## src/rtl/mem_wb_stage.sv

```systemverilog
// MEM/WB pipeline register and writeback: register-file write, forwarding, retire trace and counters.
// Optional commit trace (pc/inst payload, commit outputs, instret) built only with MEM_WB_COMMIT_TRACE_EN.
module mem_wb_stage (
  input  logic        clk,
  input  logic        rst,
  input  logic        valid_i,
  input  logic [63:0] instaddr_i,
  input  logic [31:0] inst_i,
  input  logic        RFwe_i,
  input  logic [4:0]  rdaddr_i,
  input  logic [63:0] rd_wdata_i,
  input  logic        stall_i,
  input  logic        flush_i,
  output logic        rf_we_o,
  output logic [4:0]  rf_waddr_o,
  output logic [63:0] rf_wdata_o,
  output logic        fwd_valid_o,
  output logic [4:0]  fwd_addr_o,
  output logic [63:0] fwd_data_o,
  output logic        commit_valid_o,
  output logic [63:0] commit_pc_o,
  output logic [31:0] commit_inst_o,
  output logic [63:0] instret_o,
  output logic [63:0] mcycle_o
);

  localparam int unsigned XLEN = 64;
  localparam int unsigned RW   = 5;

  logic            v;
  logic            done;
  logic            we;
  logic [RW-1:0]   rd;
  logic [XLEN-1:0] data;
  logic [XLEN-1:0] mcycle;
  logic            commit_c;
  logic            capture_c;
  logic            rd_nz_c;

  assign commit_c  = v && !done;
  assign capture_c = valid_i && !stall_i && !flush_i;
  assign rd_nz_c   = (rd != RW'(0));

  // Entry state: flush beats stall beats capture; a stalled entry commits only once.
  always_ff @(posedge clk or posedge rst) begin
    if (rst) begin
      v      <= 1'b0;
      done   <= 1'b0;
      we     <= 1'b0;
      rd     <= '0;
      data   <= '0;
      mcycle <= '0;
    end else begin
      mcycle <= mcycle + XLEN'(1);
      if (flush_i) begin
        v    <= 1'b0;
        done <= 1'b0;
      end else if (stall_i) begin
        if (commit_c) done <= 1'b1;
      end else if (valid_i) begin
        v    <= 1'b1;
        done <= 1'b0;
        we   <= RFwe_i;
        rd   <= rdaddr_i;
        data <= rd_wdata_i;
      end else begin
        v    <= 1'b0;
        done <= 1'b0;
      end
    end
  end

  assign rf_we_o     = commit_c && we && rd_nz_c;
  assign rf_waddr_o  = rd;
  assign rf_wdata_o  = data;
  assign fwd_valid_o = v && we && rd_nz_c;
  assign fwd_addr_o  = rd;
  assign fwd_data_o  = data;
  assign mcycle_o    = mcycle;

`ifdef MEM_WB_COMMIT_TRACE_EN
  logic [XLEN-1:0] pc;
  logic [31:0]     inst;
  logic [XLEN-1:0] instret;

  // Retire trace; instret counts edges that close a commit cycle, even under flush.
  always_ff @(posedge clk or posedge rst) begin
    if (rst) begin
      pc      <= '0;
      inst    <= '0;
      instret <= '0;
    end else begin
      if (capture_c) begin
        pc   <= instaddr_i;
        inst <= inst_i;
      end
      if (commit_c) instret <= instret + XLEN'(1);
    end
  end

  assign commit_valid_o = commit_c;
  assign commit_pc_o    = pc;
  assign commit_inst_o  = inst;
  assign instret_o      = instret;
`else
  logic unused_trace;
  assign unused_trace   = ^{instaddr_i, inst_i, capture_c};
  assign commit_valid_o = 1'b0;
  assign commit_pc_o    = '0;
  assign commit_inst_o  = '0;
  assign instret_o      = '0;
`endif

endmodule

```

## config.mk

```make
export PLATFORM = sky130hd
export DESIGN_NAME = mem_wb_stage
export DESIGN_NICKNAME = d
export VERILOG_FILES = /design/src/rtl/mem_wb_stage.sv
export SDC_FILE = /design/constraint.sdc
export NUM_CORES = 1
export LEC_CHECK = 0
export CAP_MARGIN = 30
export CELL_PAD_IN_SITES_DETAIL_PLACEMENT = 0
export CELL_PAD_IN_SITES_GLOBAL_PLACEMENT = 2
export CORE_MARGIN = 2
export CORE_UTILIZATION = 18
export DETAILED_ROUTE_END_ITERATION = 7
export GPL_ROUTABILITY_DRIVEN = 0
export PLACE_DENSITY_LB_ADDON = 0.05
export SLEW_MARGIN = 20
export SYNTH_ARGS = -nofsm -noshare
export SYNTH_HDL_FRONTEND = slang
export SYNTH_SLANG_ARGS = --single-unit
```

## constraint.sdc

```tcl
create_clock -name clk -period 4.5 [get_ports clk]
set_input_delay 0.9 -clock clk [delete_from_list [all_inputs] [get_ports clk]]
set_output_delay 0.9 -clock clk [all_outputs]
set_load 0.05 [all_outputs]
```

# --- Yosys cells after proc, flatten, opt, wreduce, memory -nomap -nowiden ---
# Index checks and enable logic that the tools add are counted.
totals:
  ff_bits: 136
  input_bits: 171
  word_cells: 25
op_classes:
  add_sub_neg: 1
  n_eq_ne: 2
  n_mux: 6
  n_bitwise: 2
  reduce_logical: 8
op_table:
  columns: ["op", "n"]
  rows:
  - ["adder 64 x 1 -> 64 bit (second input constant)", 1]
  - ["2-to-1 mux 1 bit", 6]
  - ["logical AND 1 bit", 5]
  - ["nonzero test 5 bit", 1]
  - ["inequality test 3 x 1 -> 1 bit (second input constant)", 1]
  - ["AND reduction 3 bit", 1]
  - ["inequality test 2 x 1 -> 1 bit (second input constant)", 1]
  - ["NOT 1 bit", 2]
  - ["logical NOT 1 bit", 1]

# --- Depth between registers and ports, before layout ---
logic_depth:
  depth_word: 5
  ltp_mapped: 7
  mapped_depth_nobuf: 6

# --- Worst setup path before layout ---
# OpenSTA, ideal clock, no wires.
synth_timing:
  kind: "reg-to-output"
  start: "register rd[0], in the netlist fwd_addr_o[0]"
  end: "output rf_we_o"
  arrival_time_ns: 2.072
  slack_ns: 1.528
  stages_incl_launch_ff: 4
  path_buffers: 0
  cell_sequence: "dfrtp_1 > or3_1 > o311a_1 > nor2b_1"
synth_between:
  elab_chain_cells: 2
synth_rtl:
  columns: ["element", "line_no", "rtl"]
  rows:
  - ["start: declaration", "33", "logic [RW-1:0] rd;"]
  - ["start signal: assignment", "64", "rd <= rdaddr_i;"]
  - ["nonzero test 5 bit", "42", "assign rd_nz_c = (rd != RW'(0));"]
  - ["logical AND 1 bit", "73", "assign rf_we_o = commit_c && we && rd_nz_c;"]
  - ["end: declaration", "14", "output logic rf_we_o,"]
# No other way between the ends.

# --- Worst setup path in the final report ---
layout_timing:
  start: "register rd[1], in the netlist fwd_addr_o[1]"
  end: "output rf_we_o"
# Same word-level chain as after synthesis.

==> flow_summary.toml <==
[detailed_routing]
via_per_inst = 3.49
dr_wl_met2_mm = 11.3
wirelength_mm = 23.1
drt-wirelength-per-cell_um = 16.3
wl_met1_mm = 9.39
drt-pass1-iter-count = 4
met3_length_mm = 1.96
drc = 0
vias = 4935
highest_layer = "met5"
drtAntennaViolNets = 0
drt_iter0_drc = 119

[logic_synthesis]
netlist_area_sq_mm = 0.00743
post-synth-top-count-cell = "buf_4"
synth_cell_types = 38
avgSynthCellArea_sq_um = 11.4
async_flop_share_pct = 100
yosysWarnings = 0
ys.flop_type = "dfrtp_1"
synth_area_leaders = "dfrtp_1, buf_4, mux2_2"
synth_top_area_share_pct = 45.8
synth_seq_area_share_pct = 45.8
synth_commonest_cells = "buf_4, dfrtp_1, mux2_2"
yosys_register_bits = 136
yosysTopAreaCell = "dfrtp_1"
synth-edff-count = 0
synthCells = 650

[global_route]
grt_max_degree = 62
overflow = 0
antenna_found_initial = 7
grt_pass1_vias = 4936
grtUsageTotal_pct = 10.8
grt_pass1_wl_mm = 34.6

[clock_tree]
clk_pin_slew_worst_paths_ns = 0.06
cts.path.max_buffers = 2
numCtsBuffers = 17
cts_tree = "built"
cts_root_buf = "clkbuf_16"
insertion_delay_ns = 0.43
ctsHoldBuffers = 0
post-cts-setup-buffer-count = 0
clock-sinks = 136
cts_resized = 0
htreeDepth = 4

[sta]
max_slew_margin_pct = 44.1
fin_crit_sh_pct = 76.1
timing.fmax_ghz = 0.292
fin_setup_tns_ns = 0
rsz0062_at_grt = "no"
drv_slew = 0
finalHoldViolCount = 0
fin_skew_ns = 0.00931
setup_violations = 0
finalCriticalPeriod_ns = 3.42
worstMarginPinSlew_ns = 0.831

[setup_path]
reg2reg_depth = 6
start_kind = "flop"
path_class = "reg -> out"
r2r_start = "mcycle_o[0]"
crit_fanout = 4
setup.worst_path.start = "fwd_addr_o[1]"
crit_end = "rf_we_o"
cp-end-kind = "output port"
critPathRequiredTime_ns = 3.60
reg2reg_to = "mcycle_o[52]"
r2r_setup_slack_ns = 1.99
cp.arrival_ns = 2.52

[die]
pin_count = 536
dieArea_sq_mm = 0.0429
die_w_um = 207
die_h_um = 207
start_util_pct = 18.2
rows = 74
core-area_sq_mm = 0.0408

[min_path]
hold_class = "reg -> reg"
min_from = "mcycle_o[63]"

[power_and_ir_drop]
p_leak_uw = 0.00447
ir_drop_mv = 0.192
p_per_area_mw_per_mm2 = 452
p_total_uw = 4660

[cells_and_area]
multi_input_area_sq_mm = 0.00280
layout-drive-gt1-share_pct = 14.7
syn_to_final_growth_pct = 38.6
final_nets = 1044
stdcell_area_sq_mm = 0.0103
ff_latch_area_sq_mm = 0.00340
antenna_cells = 0
fillers = 4321

[placement]
io_buffers = 278
placed_cell_area_sq_mm = 0.00976
dpl.hpwl_mm = 18.1

[job]
maxCapViolations = 0

[outcome]
status = "completed"
## per-stage QoR
stage	hold slack, ns	util [%]	std cells	setup slack [ns]
2_1_floorplan	0.481	-	810	1.53
3_3_place_gp	0.473	23.9	1385	1.49
3_5_place_dp	0.475	23.9	1385	1.49
4_1_cts	0.485	25.2	1416	0.997
5_1_grt	0.505	25.2	1416	0.965
6_report	0.474	25.2	1416	1.08
## worst max-delay path, stage by stage (launching register included)
cell,delay [ns]
dfrtp_1,0.46
or3_1,0.39
o311a_1,0.31
nor2b_1,0.13
clkdlybuf4s50_1,0.79
## layout make-up
type | instances | area share [%]
Multi-Input combinational cell | 420 | 27.2
Sequential cell | 136 | 33.0
Clock buffer | 29 | 5.15
Tap cell | 532 | 6.46
Timing Repair Buffer | 284 | 27.6
Inverter | 13 | 0.510
Clock inverter | 2 | 0.0972
## how the worst min path moves through the flow
stage / endpoint / slack (ns) / cells past startpoint
6_report: mcycle_o[63] / 0.47 / 1
3_5_place_dp: mcycle_o[63] / 0.48 / 1
2_1_floorplan: we / 0.48 / 1
4_1_cts: mcycle_o[63] / 0.49 / 1
5_1_grt: mcycle_o[63] / 0.51 / 1
3_3_place_gp: mcycle_o[63] / 0.47 / 1
## state kept, by name (all words and copies together) (netlist names)
| signal | cells |
|---|---|
| fwd_addr_o | 5 |
| we | 1 |
| done | 1 |
| mcycle_o | 64 |
| fwd_data_o | 64 |
| v | 1 |
## where the power goes
group	internal [uW]	leakage, uW	total, uW	switching (uW)
clock	789	0.000268	1320	529
sequential	1340	0.00174	1470	129
combinational	539	0.00247	1870	1330
total	2670	0.00447	4660	1990
## cell families (layout without fill, tap and decap cells)
family                   after synthesis  in the layout  share of synthesized area, %
XOR/XNOR                              62             62                          7.31
other                                  1            161                        0.0504
buffers and inverters                254            328                          24.7
adder cells (fa/ha/maj)                1              1                         0.168
multiplexers                          71             71                          10.7
AO/OA/AOI/OAI                          1              1                         0.135
AND/OR/NAND/NOR                      124            124                          11.1
flip-flops                           136            136                          45.8
## layer usage
layer / vias to the layer above / track usage [%]
li1: 2227 / -
met4: 12 / 3.79
met1: 2425 / 12.5
met2: 243 / 17.8
met3: 28 / 4.64
met5: - / 0
## cell usage in the layout (no fill, tap or decap), drive strengths merged
master,count
or3,1
nand2,17
conb,161
nor3b,2
and3,7
clkbuf,29
and4bb,1
xor2,34
nor4,19
clkdlybuf4s50,278
o311a,1
ha,1
nor3,13
dfrtp,136
nand4,17
clkinvlp,1
nand3,23
inv,12
or2,2
nor2,17
and4,4
mux2i,1
nor2b,1
mux2,70
xnor2,28
buf,6
clkinv,2
Note: power is estimated with default switching activity, not from simulation.
